<file path="src/rtl/muxn_scan.sv">
// N-channel registered multiplexer with manual select and an automatic scan mode
// that rotates through the channels, dwelling DWELL enabled cycles on each.
module muxn_scan #(
  parameter int WIDTH = 4,
  parameter int N     = 4,
  parameter int DWELL = 4,
  parameter int SELW  = $clog2(N)
) (
  input  logic                 clk,
  input  logic                 rst,
  input  logic [N*WIDTH-1:0]   d,
  input  logic [SELW-1:0]      sel,
  input  logic                 mode,
  input  logic                 en,
  output logic [WIDTH-1:0]     o,
  output logic [SELW-1:0]      ch,
  output logic                 ch_stb
);

  localparam int CNTW = (DWELL > 1) ? $clog2(DWELL) : 1;
  localparam logic [CNTW-1:0] CNT_MAX = CNTW'(DWELL - 1);
  localparam logic [SELW-1:0] CH_MAX  = SELW'(N - 1);
  localparam logic [SELW:0]   N_EXT   = (SELW + 1)'(N);

  typedef enum logic {MANUAL = 1'b0, SCAN = 1'b1} mode_t;

  mode_t             mode_p0;
  logic [SELW-1:0]   ch_p0;
  logic [CNTW-1:0]   cnt_p0;
  logic [WIDTH-1:0]  o_p0;
  logic              stb_p0;

  logic [SELW-1:0]   ch_next;
  logic [CNTW-1:0]   cnt_next;
  logic [CNTW-1:0]   cnt_cur;

  // Power-of-two sized view of d; unpopulated slots read as zero.
  logic [WIDTH-1:0]  dch [2**SELW];

  for (genvar i = 0; i < 2**SELW; i++) begin : g_dch
    if (i < N) begin : g_real
      assign dch[i] = d[i*WIDTH +: WIDTH];
    end else begin : g_pad
      assign dch[i] = '0;
    end
  end

  always_comb begin
    ch_next  = ch_p0;
    cnt_next = '0;
    // Entering scan from manual restarts the dwell count at zero.
    cnt_cur  = (mode_p0 == SCAN) ? cnt_p0 : '0;
    if (mode) begin
      if (cnt_cur == CNT_MAX) begin
        ch_next  = (ch_p0 == CH_MAX) ? '0 : ch_p0 + SELW'(1);
        cnt_next = '0;
      end else begin
        cnt_next = cnt_cur + CNTW'(1);
      end
    end else if ({1'b0, sel} < N_EXT) begin
      ch_next = sel;
    end
  end

  // Stage p0: registered channel, data and change strobe
  always_ff @(posedge clk) begin
    if (rst) begin
      mode_p0 <= MANUAL;
      ch_p0   <= '0;
      cnt_p0  <= '0;
      o_p0    <= '0;
      stb_p0  <= 1'b0;
    end else if (en) begin
      mode_p0 <= mode_t'(mode);
      ch_p0   <= ch_next;
      cnt_p0  <= cnt_next;
      o_p0    <= dch[ch_next];
      stb_p0  <= (ch_next != ch_p0);
    end else begin
      stb_p0  <= 1'b0;
    end
  end

  assign o      = o_p0;
  assign ch     = ch_p0;
  assign ch_stb = stb_p0;

endmodule

</file>
<file path="config.mk">
export PLATFORM = sky130hd
export DESIGN_NAME = muxn_scan
export DESIGN_NICKNAME = d
export VERILOG_FILES = /design/src/rtl/muxn_scan.sv
export SDC_FILE = /design/constraint.sdc
export NUM_CORES = 1
export LEC_CHECK = 0
export ABC_AREA = 1
export CAP_MARGIN = 20
export CORE_ASPECT_RATIO = 1.4
export CORE_UTILIZATION = 30
export CTS_BUF_LIST = sky130_fd_sc_hd__clkbuf_16
export DETAILED_ROUTE_END_ITERATION = 8
export SLEW_MARGIN = 20
export SYNTH_ARGS = -nofsm -noshare
export SYNTH_HDL_FRONTEND = slang
export SYNTH_SLANG_ARGS = --single-unit
export TNS_END_PERCENT = 30
</file>
<file path="constraint.sdc">
create_clock -name clk -period 1.5 [get_ports clk]
set_input_delay 0.375 -clock clk [delete_from_list [all_inputs] [get_ports clk]]
set_output_delay 0.375 -clock clk [all_outputs]
set_load 0.03 [all_outputs]
</file>
# [After elaboration in Yosys (flattened, before gate mapping)]
# Cells that the tools add are included.
[word_totals] output_inout_bits=7 input_bits=22 register_bits=10 elab_cells=23
[op_classes] n_reduce_logical=1 bitwise_logic=2 mux=9 eq_ne=3 n_lt_le_gt_ge=1 addsub=2
[ops] cell="$mux W2" n=6
[ops] cell="$bmux W4 S2" n=1
[ops] cell="$mux W4" n=2
[ops] cell="$add A2 B1 Y2 const B" n=2
[ops] cell="$eq A2 B2 Y1 const B" n=2
[ops] cell="$ge A3 B3 Y1 const B" n=1
[ops] cell="$not A2 Y3" n=1
[ops] cell="$ne A2 B2 Y1" n=1
[ops] cell="$reduce_or A2 Y1" n=1
[ops] cell="$not A1 Y1" n=1

# [Depth between registers and ports, before layout]
# Gate-level depths: netlist of the first run.
[depth] ltp_word=8 depth_mapped=13 depth_no_buf=13

# [Least setup slack after synthesis of the first run]
# No wires, ideal clock.
[synth_timing] path_type="reg-to-reg" startpoint="register ch_p0[0] (netlist: ch[0])" endpoint="register o_p0[0] (netlist: o[0])" setup_time_ns=0.109 path_slack_ns=-0.055 stages_incl_launch_ff=12 required_ns=1.391 n_path_buf=0 period_less_slack_ns=1.555 arrival_ns=1.446 path_cell_list="dfxtp_1 > ha_1 > inv_1 > nand2_1 > nand2_1 > nand2_1 > nand2_1 > inv_1 > nand3_1 > nand3_1 > nand2_1 > inv_1"
[synth_between] elab_chain_cells=8 elab_cells_between_ends=9 cone_classes="1 x add/sub; 1 x eq/ne; 6 x mux; 1 x bitwise"
[synth_lines] element="start, declared" line_no="28" source="logic [SELW-1:0] ch_p0;"
[synth_lines] element="start signal, assigned" line_no="75" source="ch_p0 <= ch_next;"
[synth_lines] element="$add A2 B1 Y2 / $eq A2 B2 Y1 (equally long branches)" line_no="55" source="ch_next = (ch_p0 == CH_MAX) ? '0 : ch_p0 + SELW'(1);"
[synth_lines] element="$mux W2" line_no="55"
[synth_lines] element="$mux W2 *" line_no="54" source="if (cnt_cur == CNT_MAX) begin"
[synth_lines] element="$mux W2 *" line_no="53" source="if (mode) begin"
[synth_lines] element="$not A2 Y3 (implied by the code) *" line_no="77" source="o_p0 <= dch[ch_next];"
[synth_lines] element="$bmux W4 S2 *" line_no="77"
[synth_lines] element="$mux W4 (implied by the code) * (2 in series)" line_no="77"
[synth_lines] element="end signal, assigned" line_no="77"
[synth_lines] element="end, declared" line_no="30" source="logic [WIDTH-1:0] o_p0;"
# Every way passes the cells marked *; elsewhere a longest branch is shown, timed or not. The select of a mux whose other input is x is not followed.
# A chain may end at the register's enable or synchronous reset.

# [Final worst setup path of the first run]
[layout_timing] startpoint="register ch_p0[0] (netlist: ch[0])" endpoint="register o_p0[3] (netlist: o[3])"
# Same word-level chain as after synthesis.

==> results of run 1 <==
[Yosys cell counts (all sizes together)]
cell type  instances  share of area, %
or2                4               3.7
inv               23                13
nor2               6               3.3
a211oi             1               1.1
o21ai              1              0.73
nand2             33                19
nand3             12               8.8
ha                 2               3.7
o211ai             2               3.7
buf                3               4.0
xor2               2               2.6
a21oi              7               5.1
nand3b             2               2.2
dfxtp             10                29
[per-layer routing]
layer  GRT usage, %  up-vias  routed length (um)
met5              0        -                   0
met1           17.7      347                 774
met2           31.0       21                1080
met4           9.38        0                  23
li1               -      406                   -
met3           2.45        2                  85
[flip-flops by register name, summed over array words and instances, names as in the netlist]
name     cells
o            4
ch_stb       1
ch           2
cnt_p0       2
mode_p0      1
[cells by family (layout without fill, tap and decap cells)]
kind of cell,after synthesis,count (layout),synth area share [%]
buffers and inverters,26,64,16.7
AND/OR/NAND/NOR,57,57,36.9
adder cells (fa/ha/maj),2,2,3.68
flip-flops,10,10,29.4
XOR/XNOR,2,2,2.57
AO/OA/AOI/OAI,11,11,10.7
[area by class of cell]
class / count / area [sq um]
Timing Repair Buffer: 37 / 342
Multi-Input combinational cell: 72 / 404
Clock buffer: 3 / 75.1
Sequential cell: 10 / 206
Inverter: 23 / 86.3
Clock inverter: 1 / 3.75
Fill cell: 219 / 1010
Tap cell: 22 / 27.5
[critical path, delay by kind of cell, from the launching register on]
family	cells	cell delay, ns
buffers and inverters	1	0.05
AND/OR/NAND/NOR	7	0.47
adder cells (fa/ha/maj)	1	0.30
flip-flops	1	0.35
AO/OA/AOI/OAI	1	0.22
[worst paths after layout]
path,startpoint,end,slack (ns),cells after the start
hold reg to reg,cnt_p0[0],cnt_p0[0],0.46,2
setup reg to reg,ch[0],o[3],0.05,10
hold / removal,cnt_p0[0],cnt_p0[0],0.46,2
setup / recovery,ch[0],o[3],0.05,10
[cell usage in the layout, fill, tap and decap left out, drive strengths merged]
| cell type | netlist | layout |
|---|---|---|
| nand3b | 2 | 2 |
| xor2 | 2 | 2 |
| or2 | 4 | 4 |
| dlygate4sd2 | 0 | 7 |
| clkinv | 0 | 1 |
| o211ai | 2 | 2 |
| nor2 | 6 | 6 |
| a211oi | 1 | 1 |
| nand3 | 12 | 12 |
| clkdlybuf4s50 | 0 | 20 |
| o21ai | 1 | 1 |
| a21oi | 7 | 7 |
| ha | 2 | 2 |
| dfxtp | 10 | 10 |
| inv | 23 | 23 |
| clkbuf | 0 | 3 |
| nand2 | 33 | 33 |
| dlymetal6s2s | 0 | 1 |
| buf | 3 | 9 |
[metrics by stage]
stage / util (%) / setup TNS (ns) / power, mW / instance area (sq um) / instances
2_1_floorplan: - / 0 / 0.441 / 683 / 108
3_3_place_gp: 47.9 / -1.47 / 0.559 / 1030 / 164
3_5_place_dp: 47.9 / -1.52 / 0.562 / 1030 / 164
4_1_cts: 51.9 / -0.0237 / 1.04 / 1120 / 168
5_1_grt: 53.2 / -0.128 / 1.09 / 1140 / 168
6_report: 53.2 / 0 / 1.04 / 1140 / 168
[power by group]
group | internal, mW | switching (mW)
clock | 0.350 | 0.132
sequential | 0.288 | 0.0150
combinational | 0.124 | 0.133
total | 0.762 | 0.279
[what timing repair did]
item | in CTS | in global routing
hold endpoints to repair | 0 | 0
pin swaps | 0 | 5
resized for setup | 11 | 12
endpoints found under the setup margin | 12 | 6
==> flow_summary.ini, run 1 <==
[power_and_ir_drop]
static-leakage-power_nw = 0.608
p_per_area_nw_per_um2 = 909
vdd_drop_max_v = 0.000583

[finish]
syn_to_final_growth_pct = 68.2
antennaDiodeCount = 0
nNetsFinal = 171
drive_gt1_share_pct = 21.9

[die]
core_area_sq_um = 2150
ios = 29
num_rows = 20
chipWidth_um = 42.3
start_util_pct = 31.6
dieHeight_um = 58.4
die-area_sq_um = 2470

[setup_path]
cp_max_fo = 6
cp_data_required_time_ns = 1.68
end_kind = flip-flop
criticalPathCategory = reg2reg
crit_slowest_cell = dfxtp_2
cp-start-kind = flip-flop
crit_top_cell = nand2_1
critical-path-max-stage-delay_ns = 0.35
crit_chain = ha_1, inv_1, nand2_1, nand2_1, nand2_2, a21oi_2, nand3_1, nand2_1, nand2_1, nand2_1
cp.arrival_ns = 1.63

[drt]
drc_errors = 0
vias_per_cell = 4.62
post_drt_wl_per_cell_um = 11.7
dr.pass1.iters = 4
ant_nets = 0
wl_mm = 1.96
drtIter0Drc = 9
vias = 776

[clock_tree]
cts_tree = yes
clk_pin_slew_ns = 0.04
h-tree-depth = 1
cts_hold_buf = 0
numCtsBuffers = 3
post-cts-setup-buffers = 0
cts_max_path_buffers = 2
root_buffer = clkbuf_16
cts_num_sinks = 10
clock_latency_ns = 0.24

[timing]
worst_pin_slew_ns = 0.304
hold_viol_final = 0
hold_slack_ns = 0.456
relSlewSlack_pct = 79.8
drv_slew = 0
fmax_mhz = 691
fin_skew_ns = 0.00225
rsz0062_at_grt = true
setup_viol = 0
period_needed_ns = 1.45
setup_ws_ns = 0.0531
fin_crit_sh_pct = 96.5

[global_routing]
antenna_found_initial = 0
globalRoute.totalOverflow = 0
grt_pass1_wl_mm = 3.08
grt_pass1_vias = 738
grt_max_degree = 12
track_usage_pct = 16.7

[synth]
synth_area_per_cell_sq_um = 6.30
synth_warnings = 0
synth.cell_area_sq_um = 681
synthCells = 108
yosysUniqueCellTypes = 17
synth_nets = 132
ys_ff_latch = 10
seq_area_frac_synth_pct = 29.4

[placement]
post-dp-hpwl_mm = 1.40
port_buffers = 28
gp_congestion = 0.878
pre_cts_ws_ns = -0.272

[status]
status = finished, final reports clean

[hold_path]
hold_class = reg2reg

[flow_run]
maxCapViolCount = 0
Power figures use the tool's default switching activity.
==> run 2, diff against run 1 <==
Settings changed: CORE_UTILIZATION 30 to 37, PLACE_DENSITY from default to 0.74.
==> run 2 against run 1 <==
Compared with the run above:
- register-to-register slack better by 0.04 ns
- via count is 5.7% higher
- clock-buffer cell count stayed put
- clock skew is 0.0015 ns lower
- routed wire length is 10% lower
- worst hold slack better by 0.025 ns
- sequential power hardly changed
- non-clock buffer count is 2 higher
- flip-flop and latch count stayed put
- die area is 18% lower
- clock power is 3% lower
- critical path type is now in2reg
==> flow_summary.ini, run 2 (same netlist as run 1, synthesis figures left out) <==
[clock_tree]
cts_tree = yes
cts_max_path_buffers = 2
clock_latency_ns = 0.23
cts_num_sinks = 10
root_buffer = clkbuf_16
h-tree-depth = 1
clk_pin_slew_ns = 0.04
numCtsBuffers = 3

[timing]
fin_skew_ns = 0.000775
worst_pin_slew_ns = 0.312
setup_viol = 0
period_needed_ns = 1.45
relSlewSlack_pct = 79.3
fmax_mhz = 692
hold_viol_final = 0
drv_slew = 0
fin_crit_sh_pct = 96.4
rsz0062_at_grt = true
final.setup.tns_ns = 0

[finish]
nNetsFinal = 173
antennaDiodeCount = 0
syn_to_final_growth_pct = 68.4
seq_area_sq_um = 204
largest_reg_flops = 4
finalNonFillerCells = 168
multi_input_area_sq_um = 399
fin_area_sq_um = 1150
final_cell_mix = nand2_1 (29), inv_1 (20), clkdlybuf4s50_1 (20), nand3_1 (12), buf_4 (11)
n_fill_cell = 154
drive_gt1_share_pct = 21.6
final_util_pct = 66.1
layout_commonest_cell = nand2_1

[die]
dieHeight_um = 52.8
start_util_pct = 39.2
core_area_sq_um = 1730
num_rows = 18
ios = 29
die-area_sq_um = 2020
chipWidth_um = 38.3

[drt]
vias = 820
post_drt_wl_per_cell_um = 10.5
ant_nets = 0
drc_errors = 0
drtIter0Drc = 14
wl_mm = 1.76
vias_per_cell = 4.88
dr.pass1.iters = 5

[setup_path]
cp.arrival_ns = 1.57
crit_chain = clkdlybuf4s50_1, or2_1, nand2_4, or2_2, o211ai_2, nand2_1
cp-start-kind = input port
cp_max_fo = 11
reg2regPathDepth = 10
crit_path_start = sel[0]
end_kind = flip-flop
crit_slowest_cell = clkdlybuf4s50_1
cp_data_required_time_ns = 1.62
critical-path-max-stage-delay_ns = 0.48
worstReg2RegStart = mode_p0
criticalPathCategory = in2reg

[placement]
place_inst = 164
gp_congestion = 0.866
port_buffers = 28
dpl-instance-area_sq_um = 1040
post-dp-hpwl_mm = 1.39

[global_routing]
grt_pass1_vias = 770
globalRoute.totalOverflow = 0
antenna_found_initial = 0
grt_pass1_wl_mm = 2.83
grt_max_degree = 12
track_usage_pct = 19.7

[power_and_ir_drop]
power_frac_comb_pct = 25.2
p_per_area_nw_per_um2 = 895
p_int_uw = 763
static-leakage-power_nw = 0.608
clkPwrFrac_pct = 45.5
power.switching_uw = 263
swShare_pct = 25.6
seq_power_share_pct = 29.3
vdd_drop_max_v = 0.000538
total_power_mw = 1.03

[flow_run]
maxCapViolCount = 0

[status]
status = finished, final reports clean

[hold_path]
hold_start = cnt_p0[0]
hold_class = reg2reg
hold_depth = 2
run 2: per-stage QoR:
step / worst slack, ns / hold slack, ns
2_1_floorplan: 0.0255 / 0.439
3_3_place_gp: -0.277 / 0.448
3_5_place_dp: -0.301 / 0.459
4_1_cts: 0.00124 / 0.466
5_1_grt: -0.00957 / 0.512
6_report: 0.0541 / 0.481
run 2: routing by layer:
layer,global-route usage (%),share of wire (%)
met5,0,0
met4,8.93,1.4
met3,2.55,3.0
met2,38.1,56
met1,19.5,40
run 2: worst paths after layout:
kind	slack, ns	endpoint
hold reg to reg	0.48	cnt_p0[0]
setup reg to reg	0.09	o[1]
setup / recovery	0.05	o[1]
hold / removal	0.48	cnt_p0[0]
run 2: critical path: cells and delay by family:
| kind | cells | cell delay, ns |
|---|---|---|
| AO/OA/AOI/OAI | 1 | 0.06 |
| buffers and inverters | 1 | 0.48 |
| AND/OR/NAND/NOR | 4 | 0.64 |
run 2: power by group through the flow:
| stage | logic (mW) | registers [mW] | clock network (mW) |
|---|---|---|---|
| after global routing | 0.284 | 0.302 | 0.487 |
| after floorplan | 0.105 | 0.336 | 0 |
| after detailed placement | 0.263 | 0.304 | 0 |
| after CTS | 0.260 | 0.299 | 0.471 |
| after global placement | 0.257 | 0.303 | 0 |
| final | 0.259 | 0.300 | 0.467 |
run 2: final cells by class:
type                            instances  area share [%]
Clock buffer                            3            6.55
Timing Repair Buffer                   39            30.8
Tap cell                               20            2.18
Sequential cell                        10            17.8
Clock inverter                          1           0.328
Inverter                               23            7.53
Multi-Input combinational cell         72            34.8
run 2: what timing repair did:
item / 4_1_cts / 5_1_grt
endpoints found under the hold margin: 0 / 0
buffers inserted: 0 / 0
gates resized for setup: 15 / 5
endpoints found under the setup margin: 13 / 5
hold buffers: 0 / 0
pin swaps: 0 / 1
